**config.mk**
```make
export PLATFORM = sky130hd
export DESIGN_NAME = fetch_unit_flat
export DESIGN_NICKNAME = d
export VERILOG_FILES = /design/src/rtl/fetch_unit_pkg.sv /design/src/rtl/fetch_unit_if.sv /design/src/rtl/fetch_unit_mux21.sv /design/src/rtl/fetch_unit.sv /design/src/flat_wrapper.sv
export SDC_FILE = /design/constraint.sdc
export NUM_CORES = 1
export LEC_CHECK = 0
export ABC_AREA = 0
export CORE_ASPECT_RATIO = 0.8
export CORE_MARGIN = 10
export CORE_UTILIZATION = 51
export CTS_CLUSTER_DIAMETER = 100
export DETAILED_ROUTE_END_ITERATION = 10
export GPL_TIMING_DRIVEN = 0
export PLACE_DENSITY = 0.86
export RECOVER_POWER = 25
export SYNTH_ARGS = -nofsm -noshare
export SYNTH_HDL_FRONTEND = slang
export SYNTH_SLANG_ARGS = --single-unit
export TNS_END_PERCENT = 5
```
**constraint.sdc**
```tcl
create_clock -name clk -period 8.1 [get_ports clk]
set_input_delay 1.62 -clock clk [delete_from_list [all_inputs] [get_ports clk]]
set_output_delay 1.62 -clock clk [all_outputs]
set_load 0.05 [all_outputs]
```
**src/rtl/fetch_unit_pkg.sv**
```systemverilog
// +----------------------------------------------------------------------+
// | fetch_pkg: shared constants and state type for the fetch front end.   |
// | Rev 1.0                                                              |
// +----------------------------------------------------------------------+
`default_nettype none

package fetch_pkg;

  localparam int          DEFAULT_XLEN = 32;
  localparam logic [31:0] NOP_INSTR    = 32'h0000_0013;
  localparam int          PC_STEP      = 4;

  typedef enum logic [1:0] {
    IDLE = 2'd0,
    WAIT = 2'd1,
    KILL = 2'd2
  } fetch_state_t;

endpackage

`default_nettype wire

```
**src/rtl/fetch_unit_if.sv**
```systemverilog
// +----------------------------------------------------------------------+
// | fetch_unit_if: instruction-memory and decode handshake bundle.        |
// | Rev 1.0                                                              |
// +----------------------------------------------------------------------+
`default_nettype none

interface fetch_unit_if #(
  parameter int XLEN = fetch_pkg::DEFAULT_XLEN
);

  logic            imem_req_valid;
  logic            imem_req_ready;
  logic [XLEN-1:0] imem_req_addr;
  logic            imem_rsp_valid;
  logic [XLEN-1:0] imem_rsp_data;
  logic            if_valid;
  logic            if_ready;
  logic [XLEN-1:0] if_pc;
  logic [XLEN-1:0] if_instr;

  modport master (
    output imem_req_valid, imem_req_addr, if_valid, if_pc, if_instr,
    input  imem_req_ready, imem_rsp_valid, imem_rsp_data, if_ready
  );

  modport slave (
    input  imem_req_valid, imem_req_addr, if_valid, if_pc, if_instr,
    output imem_req_ready, imem_rsp_valid, imem_rsp_data, if_ready
  );

endinterface

`default_nettype wire

```
**src/rtl/fetch_unit_mux21.sv**
```systemverilog
// +----------------------------------------------------------------------+
// | mux21: N-bit 2:1 multiplexer, y = s ? b : a.                          |
// | Rev 1.0                                                              |
// +----------------------------------------------------------------------+
`default_nettype none

module mux21 #(
  parameter int N = 32
) (
  input  logic [N-1:0] a,
  input  logic [N-1:0] b,
  input  logic         s,
  output logic [N-1:0] y
);

  assign y = s ? b : a;

endmodule

`default_nettype wire

```
**src/rtl/fetch_unit.sv**
```systemverilog
// +----------------------------------------------------------------------+
// | fetch_unit: PC owner, single-outstanding imem fetch, 1-entry output.  |
// | Rev 1.0                                                              |
// +----------------------------------------------------------------------+
`default_nettype none

module fetch_unit
  import fetch_pkg::*;
#(
  parameter int              XLEN     = DEFAULT_XLEN,
  parameter logic [XLEN-1:0] RESET_PC = '0
) (
  input  logic            clk,
  input  logic            rst,
  input  logic            redirect,
  input  logic [XLEN-1:0] redirect_pc,
  fetch_unit_if.master    bus
);

  fetch_state_t    state_q, state_d;
  logic [XLEN-1:0] pc_q, pc_d;
  logic [XLEN-1:0] req_pc_q, req_pc_d;
  logic            if_valid_q, if_valid_d;
  logic [XLEN-1:0] if_pc_q, if_pc_d;
  logic [XLEN-1:0] if_instr_q, if_instr_d;

  logic            w_req_valid;
  logic            w_accept;
  logic [XLEN-1:0] w_pc_inc;
  logic [XLEN-1:0] w_redir_pc;
  logic [XLEN-1:0] w_pc_mux;

  // Only request when the output slot is empty or drains this cycle.
  assign w_req_valid = !rst && (state_q == IDLE) && !redirect &&
                       (!if_valid_q || bus.if_ready);
  assign w_accept    = w_req_valid && bus.imem_req_ready;
  assign w_pc_inc    = pc_q + XLEN'(PC_STEP);
  assign w_redir_pc  = redirect_pc & ~XLEN'(3);

  mux21 #(.N(XLEN)) u_pc_mux (
    .a (w_pc_inc),
    .b (w_redir_pc),
    .s (redirect),
    .y (w_pc_mux)
  );

  always_comb begin
    state_d    = state_q;
    pc_d       = pc_q;
    req_pc_d   = req_pc_q;
    if_valid_d = if_valid_q;
    if_pc_d    = if_pc_q;
    if_instr_d = if_instr_q;

    if (w_accept || redirect) pc_d = w_pc_mux;
    if (w_accept)             req_pc_d = pc_q;

    case (state_q)
      IDLE: if (w_accept) state_d = WAIT;
      WAIT: begin
        if (redirect)                state_d = bus.imem_rsp_valid ? IDLE : KILL;
        else if (bus.imem_rsp_valid) state_d = IDLE;
      end
      KILL:    if (bus.imem_rsp_valid) state_d = IDLE;
      default: state_d = IDLE;
    endcase

    if (redirect) begin
      if_valid_d = 1'b0;
    end else if ((state_q == WAIT) && bus.imem_rsp_valid) begin
      if_valid_d = 1'b1;
      if_pc_d    = req_pc_q;
      if_instr_d = bus.imem_rsp_data;
    end else if (if_valid_q && bus.if_ready) begin
      if_valid_d = 1'b0;
    end
  end

  always_ff @(posedge clk or posedge rst) begin
    if (rst) begin
      state_q    <= IDLE;
      pc_q       <= RESET_PC;
      req_pc_q   <= '0;
      if_valid_q <= 1'b0;
      if_pc_q    <= '0;
      if_instr_q <= XLEN'(NOP_INSTR);
    end else begin
      state_q    <= state_d;
      pc_q       <= pc_d;
      req_pc_q   <= req_pc_d;
      if_valid_q <= if_valid_d;
      if_pc_q    <= if_pc_d;
      if_instr_q <= if_instr_d;
    end
  end

  assign bus.imem_req_valid = w_req_valid;
  assign bus.imem_req_addr  = pc_q;
  assign bus.if_valid       = if_valid_q;
  assign bus.if_pc          = if_pc_q;
  assign bus.if_instr       = if_instr_q;

endmodule

`default_nettype wire

```
**src/flat_wrapper.sv**
```systemverilog
// flat-port wrapper written by rule: the top's interface ports become plain ports
module fetch_unit_flat import fetch_pkg::*;
#(
  parameter int              XLEN     = DEFAULT_XLEN,
  parameter logic [XLEN-1:0] RESET_PC = '0
)
  (clk, rst, redirect, redirect_pc, bus_imem_req_valid, bus_imem_req_addr, bus_if_valid, bus_if_pc, bus_if_instr, bus_imem_req_ready, bus_imem_rsp_valid, bus_imem_rsp_data, bus_if_ready);
  fetch_unit_if #(.XLEN(XLEN)) bus_i ();
  input  logic clk;
  input  logic rst;
  input  logic redirect;
  input  logic [XLEN-1:0] redirect_pc;
  output wire logic [$bits(bus_i.imem_req_valid)-1:0] bus_imem_req_valid;
  output wire logic [$bits(bus_i.imem_req_addr)-1:0] bus_imem_req_addr;
  output wire logic [$bits(bus_i.if_valid)-1:0] bus_if_valid;
  output wire logic [$bits(bus_i.if_pc)-1:0] bus_if_pc;
  output wire logic [$bits(bus_i.if_instr)-1:0] bus_if_instr;
  input wire logic [$bits(bus_i.imem_req_ready)-1:0] bus_imem_req_ready;
  input wire logic [$bits(bus_i.imem_rsp_valid)-1:0] bus_imem_rsp_valid;
  input wire logic [$bits(bus_i.imem_rsp_data)-1:0] bus_imem_rsp_data;
  input wire logic [$bits(bus_i.if_ready)-1:0] bus_if_ready;
  assign bus_imem_req_valid = bus_i.imem_req_valid;
  assign bus_imem_req_addr = bus_i.imem_req_addr;
  assign bus_if_valid = bus_i.if_valid;
  assign bus_if_pc = bus_i.if_pc;
  assign bus_if_instr = bus_i.if_instr;
  assign bus_i.imem_req_ready = bus_imem_req_ready;
  assign bus_i.imem_rsp_valid = bus_imem_rsp_valid;
  assign bus_i.imem_rsp_data = bus_imem_rsp_data;
  assign bus_i.if_ready = bus_if_ready;
  fetch_unit #(.XLEN(XLEN), .RESET_PC(RESET_PC)) u_core (.clk(clk), .rst(rst), .redirect(redirect), .redirect_pc(redirect_pc), .bus(bus_i));
endmodule
```
==> run summary <==
CTS resizes: 0
clock tree root driver cell: clkbuf_16
Design Area, Final: 7980 sq um
post-synthesis adder-cell area fraction: 0.224%
met1 usage: 28.6%
post-synth cell types: 50
DP HPWL: 13200 um
Seq pwr share: 34.4%
switching share of power: 39.0%
Comb pwr share: 36.8%
fmax: 0.184 GHz
GR met3 Demand/Resource: 5.49%
Switch Pwr: 1000 uW
count of mapped cells out of synthesis: 510
vias in the first global route: 5149
Starting Density: 51.7%
post-synthesis simple-gate area fraction: 18.5%
area delta synth->final: 42.7%
DR vias: 5084
Die Height: 114 um
Top Ports: 168
CP max-delay cell: clkdlybuf4s50_1
Placement Cell Area: 7400 sq um
IO buf count: 159
DIE AREA: 15600 sq um
status: finished, violations left
Final Hold Fails: 0
H-tree lvl count: 4
Synth Area in XOR/XNOR: 0.157%
postcts setup bufs: 0
critical-path cell list: dlygate4sd3_1 -> or4_1 -> buf_2 -> nor2_1 -> clkdlybuf4s50_1
Max Buffers Root-to-Sink: 2
total CTS buffers: 17
Synth Warn #: 0
clock net sink count: 125
leakage: 0.00345 uW
synth top area cells: dfrtp_1 55%, mux2_2 12%, nand2_1 7.2%, nand4_1 1.8%, nand3_1 1.7%
TritonRoute pass-1 iters: 6
DRC Markers: 0
DR WL/cell: 21.4 um
Clock Power Share: 28.8%
core area: 10800 sq um
vias per inst: 5.98
critical path arrival: 3.82 ns
antenna violations before repair: 1
failing checks: capacitance limit, slew limit
CP required: 6.48 ns
pre-CTS setup slack: 2.79 ns
Worst setup EP type: output pin
first-pass GRT wire length: 28300 um
Post-CTS Hold Fix Bufs: 0
Slew @ Worst Pin: 1.99 ns
fin crit share: 67.1%
Top FF cell, synth: dfrtp_1
Synth Area in Compound Gates: 8.22%
CP Launch Type: input port
RSZ-0062 raised after global routing: false
Yosys top cell by area: dfrtp_1
area share of the largest cell type after synthesis: 54.6%
Netlist Area Pre-Place: 5590 sq um
setup total negative slack: 0 ns
FFs w/ async S/R, synth: 100%
Max-Slew Margin vs Limit: -33.5%
Cell Pwr Density: 323 nW/um^2
Post-synth EDFFs: 0
largest family of logic cells by synthesized area: simple AND/OR/NAND/NOR gates
Max-Cap Viols: 1
min Tclk post-route: 5.44 ns
CTS tree: done
CP peak stage delay: 0.84 ns
final WL: 18200 um
gr ovfl total: 0
PnR worst setup slack: 2.66 ns
setup violators final: 0
largest net degree at the start of global routing: 86
most used routing layer: met2
Worst-Skew Late Latency: 0.42 ns
flops & latches, synth: 125
critical path type: in -> out
final slew viol count: 41
Clock Skews: 0.00750 ns
Iteration-0 DRC Markers: 690
global routing usage on met2: 37.8%
RD Place Congestion: 0.944
Hold WC Path Type: reg -> reg
fin nets: 763
crit-path max FO: 6
maximum vdd drop: 173 uV
register clock-pin slew on the reported worst setup and hold paths: 0.06 ns
internal power: 1570 uW
post-route ant nets: 0
GRT Overall Usage: 23.2%
share of cells above drive strength 1: 15.6%
mux contribution to synthesized area: 13.6%
share of the yosys chip area belonging to registers: 56.0%
Die Wd: 137 um
std cell rows: 34
syn avg cell area: 11.0 sq um
[logic make-up after synthesis]
family          count (synthesis)
fa+ha+maj                       1
mux                            68
simple gates                  208
flops                         125
xor+xnor                        1
other cells                     1
buf+inv                        43
compound gates                 63
[routing by layer]
layer / vias to the layer above / share of wire, %
met2: 334 / 50
met3: 47 / 9.4
met1: 2493 / 38
met4: 0 / 3.0
li1: 2210 / -
met5: - / 0
[cell usage in the layout, fill, tap and decap left out, types with 8 or more instances in the layout]
master             n
clkdlybuf4s50_1  158
dfrtp_1          122
nand2_1          107
mux2_2            62
clkbuf_1          23
nand3_1           19
clkbuf_16         17
nand4_1           16
o21ai_0           14
nor4_1            14
or4_1             11
and2_1             8
[flip-flops by register name, summed over array words and instances (netlist names)]
name and cells:
u_core.bus.if_instr 32, u_core.bus.if_pc 30, u_core.bus.if_valid 1, u_core.bus.imem_req_addr 30, u_core.req_pc_q 30, u_core.state_q 2
[metrics by stage]
| step | hold slack [ns] | total power (uW) | cells | utilization, % |
|---|---|---|---|---|
| floorplan | 0.440 | 1470 | 513 | - |
| global placement | 0.454 | 1810 | 816 | 68.2 |
| detailed placement | 0.462 | 1840 | 817 | 68.5 |
| CTS | 0.477 | 2580 | 849 | 73.8 |
| global route | 0.492 | 2660 | 850 | 73.8 |
| finish | 0.473 | 2570 | 850 | 73.8 |
[power groups by stage]
stage	combinational, uW	clock, uW	sequential (uW)
finish	946	741	886
global route	985	771	902
CTS	954	744	884
detailed placement	949	0	892
global placement	932	0	881
floorplan	184	0	1290
[final timing paths]
path,start,to,slack [ns],depth (start not counted)
setup / recovery,rst,bus_imem_req_valid,2.66,5
hold / removal,u_core.req_pc_q[24],u_core.req_pc_q[24],0.47,2
setup reg to reg,u_core.state_q[0],u_core.bus.imem_req_addr[21],5.35,5
hold reg to reg,u_core.req_pc_q[24],u_core.req_pc_q[24],0.47,2
max in group asynchronous,rst,u_core.bus.if_instr[24],4.80,3
min in group asynchronous,rst,u_core.req_pc_q[30],2.26,2
[Yosys cell counts, drive strengths merged (8+ instances only)]
library cell,instances
buf,14
nand2,107
or4,11
nor4,15
nand3,19
dfrtp,122
nand4,16
and2,8
mux2,62
o21ai,14
clkbuf,22
[final cells by class]
cell class,instances,area (sq um)
sequential,125,3130
fill,746,2830
multi-input combinational,345,2280
timing repair buffer,160,1620
clock buffer,19,433
tap,144,180
buffer,36,156
clock inverter,13,140
inverter,7,27.5
antenna,1,2.50
[worst max-delay path, delay by kind of cell]
kind / cells / cell delay, ns
buf+inv: 3 / 1.62
simple gates: 2 / 0.57
No activity file was read; power rests on OpenSTA's default activity.
